===== src/rtl/inst_fetch.sv =====
// Instruction fetch unit: one outstanding read on the instruction memory port, result handed to decode.
// Optional misaligned-fetch trap enabled by defining FETCH_ALIGN_CHECK_EN.
module inst_fetch #(
  parameter logic [31:0] RESET_PC = 32'h0000_0004,
  parameter logic [31:0] NOP_INST = 32'h0000_0013
) (
  input  logic        clk,
  input  logic        reset,
  input  logic [31:0] fetch_pc,
  input  logic        fetch_req,
  input  logic        flush,
  output logic        fetch_rdy,
  output logic        mem_req_valid,
  input  logic        mem_req_ready,
  output logic [31:0] mem_addr,
  input  logic        mem_rsp_valid,
  input  logic [31:0] mem_rdata,
  output logic        inst_valid,
  input  logic        inst_ready,
  output logic [31:0] inst_out,
  output logic [31:0] inst_pc,
  output logic        fetch_fault
);

  typedef enum logic [2:0] {IDLE, REQ, WAIT, HOLD, DRAIN} state_t;

  state_t state, state_nxt;
  logic   accept;
  logic   misalign;
  logic   take_fault;
  logic   capture;

`ifdef FETCH_ALIGN_CHECK_EN
  assign misalign = (fetch_pc[1:0] != 2'b00);
`else
  assign misalign = 1'b0;
`endif

  // Accepting a fetch only ever happens where the unit would otherwise fall back to IDLE,
  // so the accept path simply overrides the next state chosen below.
  always_comb begin
    fetch_rdy = 1'b0;
    state_nxt = state;
    capture   = 1'b0;
    case (state)
      IDLE: fetch_rdy = 1'b1;
      REQ: begin
        fetch_rdy = flush & ~mem_req_ready;
        if (flush)              state_nxt = mem_req_ready ? DRAIN : IDLE;
        else if (mem_req_ready) state_nxt = WAIT;
      end
      WAIT: begin
        fetch_rdy = flush & mem_rsp_valid;
        if (flush) begin
          state_nxt = mem_rsp_valid ? IDLE : DRAIN;
        end else if (mem_rsp_valid) begin
          state_nxt = HOLD;
          capture   = 1'b1;
        end
      end
      HOLD: begin
        fetch_rdy = inst_ready | flush;
        if (inst_ready | flush) state_nxt = IDLE;
      end
      DRAIN: begin
        fetch_rdy = mem_rsp_valid;
        if (mem_rsp_valid) state_nxt = IDLE;
      end
      default: state_nxt = IDLE;
    endcase
    accept     = fetch_req & fetch_rdy;
    take_fault = accept & misalign;
    if (accept) state_nxt = take_fault ? HOLD : REQ;
  end

  always_ff @(posedge clk) begin
    if (!reset) begin
      state         <= IDLE;
      mem_req_valid <= 1'b0;
      mem_addr      <= 32'h0;
      inst_valid    <= 1'b0;
      inst_out      <= NOP_INST;
      inst_pc       <= RESET_PC;
    end else begin
      state         <= state_nxt;
      mem_req_valid <= (state_nxt == REQ);
      inst_valid    <= (state_nxt == HOLD);
      if (accept) begin
        inst_pc <= fetch_pc;
        if (!take_fault) mem_addr <= {fetch_pc[31:2], 2'b00};
      end
      if (take_fault)   inst_out <= NOP_INST;
      else if (capture) inst_out <= mem_rdata;
    end
  end

`ifdef FETCH_ALIGN_CHECK_EN
  // Fault flag lives exactly as long as the faulting pseudo-instruction sits in HOLD.
  always_ff @(posedge clk) begin
    if (!reset) fetch_fault <= 1'b0;
    else        fetch_fault <= (state_nxt == HOLD) & (take_fault | fetch_fault);
  end
`else
  assign fetch_fault = 1'b0;
`endif

endmodule


===== config.mk =====
export PLATFORM = sky130hd
export DESIGN_NAME = inst_fetch
export DESIGN_NICKNAME = d
export VERILOG_FILES = /design/src/rtl/inst_fetch.sv
export SDC_FILE = /design/constraint.sdc
export NUM_CORES = 1
export LEC_CHECK = 0
export BUFFER_PORTS_ARGS = -buffer_cell sky130_fd_sc_hd__buf_2
export CORE_MARGIN = 10
export CORE_UTILIZATION = 47
export CTS_CLUSTER_DIAMETER = 150
export DETAILED_ROUTE_END_ITERATION = 6
export PLACE_DENSITY_LB_ADDON = 0.15
export SETUP_SLACK_MARGIN = 0.5
export SLEW_MARGIN = 5
export SYNTH_ARGS = -nofsm -noshare
export SYNTH_HDL_FRONTEND = slang
export SYNTH_SLANG_ARGS = --single-unit

===== constraint.sdc =====
create_clock -name clk -period 2.3 [get_ports clk]
set_input_delay 0.46 -clock clk [delete_from_list [all_inputs] [get_ports clk]]
set_output_delay 0.46 -clock clk [all_outputs]
set_load 0.1 [all_outputs]

### Word level (Yosys, flattened, before mapping)

Cells that the tools add are included.

* equality and inequality tests: 6
* mux-type cells: 14
* bitwise logic cells: 5
* reduce and logical (&&, ||, !) cells: 1

Operator list (number)
* 3-bit 2-to-1 mux: 9
* 3-bit one-hot mux with 5 select lines: 1
* 3-bit by 2-bit == test with 1-bit output (second input constant): 3
* 3-bit by 1-bit == test with 1-bit output (second input constant): 2
* 1-bit one-hot mux with 5 select lines: 1
* 1-bit bitwise AND: 3
* 3-bit == test (second input constant): 1
* 3-bit logical NOT: 1
* 1-bit 2-to-1 mux: 3
* 1-bit inverter: 1
* 1-bit OR: 1

* register bits after elaboration: 99
* logic and storage cells: 32

### Longest topological paths before layout

* word-level depth: 6
* depth in mapped cells: 7

### Least setup slack after synthesis

No wires, ideal clock.

* path kind: input to output
* from: input port mem_rsp_valid
* to: output port fetch_rdy
* arrival: 1.548 ns
* setup slack: 0.292 ns
* stages: 3
* path buffers: 0
* path through: and3b_4 > o21ai_0 > nand3_1

* word-level cells in the longest chain between the ends: 2

RTL lines
* from (decl): line 16 `input logic mem_rsp_valid,`
* 1-bit bitwise AND: line 53 `fetch_rdy = flush & mem_rsp_valid;`
* 1-bit one-hot mux with 5 select lines *: line 45 `case (state)`
* to (decl): line 12 `output logic fetch_rdy,`

Mark *: on every way between the ends. The rest lies on a longest branch, timed or not.

### Worst setup path in the final report

* from: register state[2]
* to: output port fetch_rdy

* word-level cells in the longest chain between the ends: 2
* elaborated cells between the ends (all ways): 6

RTL lines
* from (decl): line 27 `state_t state, state_nxt;`
* from (signal assigned): line 85 `state <= state_nxt;`
* 3-bit == test (tied with other cells): line 45
* 1-bit one-hot mux with 5 select lines *: line 45

Marks and branches as above.

==> results.cfg <==
[global_routing]
grt_antenna_before_repair = 0
grt_use_total = 0.167
grt_pass1_vias = 2839
grt_pass1_wl_um = 13800
grt_max_degree = 57
overflow = 0

[timing]
fin_setup_tns_ps = 0
max_freq_mhz = 561
fin_crit_sh = 0.775
skew_ps = 8.65
setup_ws_ps = 517
rsz0062_at_grt = true
final-hold-violation-count = 0
setup_viol = 0
report.final.slew_viol_count = 0
holdWs_ps = 334
fin_crit_ps = 1780

[route]
wire_per_inst_um = 15.4
wl_um = 8860
drtIter0Drc = 90
vias = 2858
drtAntennaViolNets = 0
drc = 0
viasPerCell = 4.97
first_pass_iters = 4

[setup_path]
r2r_setup_slack_ps = 660
cp_max_fo = 4
path_class = register to output port
worstRegToRegCells = 6
cp_data_required_time_ps = 1840
crit_arrival_ps = 1320
r2r-start = state[1]$_SDFF_PN0_
rr_endpoint = inst_pc[4]$_SDFFE_PN0P_
critPathLaunchType = register
cp-end-kind = output port

[synth]
synthTopCellsByArea = dfxtp_1, a21oi_1, buf_4
synth_cell_types = 32
yosys_most_used_dff = dfxtp_1
synth-seq-area-share = 0.466
synth_largest_area_cell = dfxtp_1
synthArstFlopShare = 0
synth_commonest_cells = dfxtp_1, nand2_1, a21oi_1
synth_edf_count = 0
synthCells = 357
synth.avg_cell_area_um2 = 8.43
synth_top_area_share = 0.466
yosysWarningCount = 0
syn_area_um2 = 3010
ys_seq_elements = 70
synth.most_common_cell = dfxtp_1

[floorplanning]
fp.dieArea_um2 = 10000
core_area_um2 = 6280
rows = 29
top_level_ports = 171
die_y_um = 100
start_util = 0.480
die_w_um = 100

[clock_network]
htreeDepth = 3
numCtsBuffers = 9
cts_root_buf = clkbuf_8
clk_latency_ps = 340
cts_num_sinks = 70
path_clk_slew_ps = 70
clock_path_buffers = 2
cts_tree = yes

[cells_and_area]
areaGrowthSynthToFinish_pct = 31.9
nets = 564
final_layout_size_suffix_gt1_frac = 0.492
fill_cells = 571
postLayoutCoreUtil = 0.633
diodes = 0

[placed_design]
place_congestion = 0.855
dp_hpwl_um = 6420
port_buffers = 167
pre_cts_ws_ps = 382

[run]
drv_cap = 0

[power_and_ir_drop]
total_power_mw = 3.39
power_leakage_nw = 1.85
ir_worst_vdd_mv = 0.507
power_density_nw_per_um2 = 855

[worst_hold_path]
hp-start = mem_rdata[0]
holdPathEnd = inst_out[0]$_SDFFE_PN1P_
whs_path_depth = 3
hold_path.class = input pin to register

[status]
status = finished, final reports clean
power breakdown:
part | switching, mW | internal [mW] | leakage [nW]
registers | 0.0334 | 1.27 | 0.583
clock network | 0.463 | 0.636 | 0.108
logic | 0.811 | 0.184 | 1.16
registers in the layout, summed over array words and instances (netlist names):
signal / count
mem_req_valid: 1
inst_pc: 32
mem_addr: 1
inst_out: 32
state: 3
inst_valid: 1
stage by stage:
step           cell area [um^2]  std cells
2_1_floorplan              3060        359
3_3_place_gp               3650        550
3_5_place_dp               3650        550
4_1_cts                    3940        572
5_1_grt                    3970        575
6_report                   3970        575
critical path, cell delays in order, from the launching register on:
cell,delay (ps)
dfxtp_4,360
and3b_4,310
o21ai_2,60
nand3_2,90
buf_12,170
repair_timing:
action,in CTS,in global routing
resized for setup,10,1
hold buffers,0,0
setup buffers,6,3
pin swaps,1,1
hold endpoints to repair,0,0
setup endpoints to repair,7,5
kinds of logic (layout without fill, tap and decap cells):
kind of cell / after synthesis / in the layout / synth area share
buffers and inverters: 59 / 198 / 0.144
flip-flops: 70 / 70 / 0.466
AO/OA/AOI/OAI: 104 / 104 / 0.196
multiplexers: 1 / 1 / 0.00333
other: 1 / 3 / 0.00125
AND/OR/NAND/NOR: 122 / 122 / 0.190
layout make-up:
cell class / count / area, um^2 / area share
Inverter: 1 / 3.75 / 0.000945
Timing Repair Buffer: 181 / 993 / 0.250
Tap cell: 77 / 96.3 / 0.0243
Clock inverter: 6 / 85.1 / 0.0214
Clock buffer: 10 / 138 / 0.0347
Multi-Input combinational cell: 230 / 1210 / 0.304
Sequential cell: 70 / 1450 / 0.365
layout by cell type, fill, tap and decap left out, types with 2 or more instances in the layout:
cell and n:
o21ai_2 2, and3b_4 2, o21ai_1 30, clkbuf_8 10
conb_1 3, dfxtp_2 29, nor2_1 4, dfxtp_4 3
clkinv_2 2, a21oi_1 61, clkinvlp_4 2, o21ai_0 3
buf_12 4, dfxtp_1 38, buf_4 11, buf_2 166
nand3_1 37, bufinv_16 2, and2_1 2, nand2_1 68
worst max-delay path by stage:
stage / start / endpoint / slack [ps] / cells past startpoint
after floorplan: mem_rsp_valid / fetch_rdy / 520 / 3
after global placement: fetch_req / mem_addr[2]$_SDFFE_PN0P_ / 420 / 5
after detailed placement: fetch_req / mem_addr[2]$_SDFFE_PN0P_ / 380 / 5
after CTS: state[0]$_SDFF_PN0_ / fetch_rdy / 500 / 4
after global routing: state[1]$_SDFF_PN0_ / fetch_rdy / 420 / 4
final: state[2]$_SDFF_PN0_ / fetch_rdy / 520 / 4
metal layers:
layer / global-route usage / vias to the layer above / wire length (um)
met5: 0 / - / 0
met4: 0.0511 / 0 / 68
met3: 0.113 / 5 / 1250
met2: 0.268 / 117 / 4170
met1: 0.174 / 1283 / 3380
li1: - / 1453 / -
(Power assumes the default switching activity.)
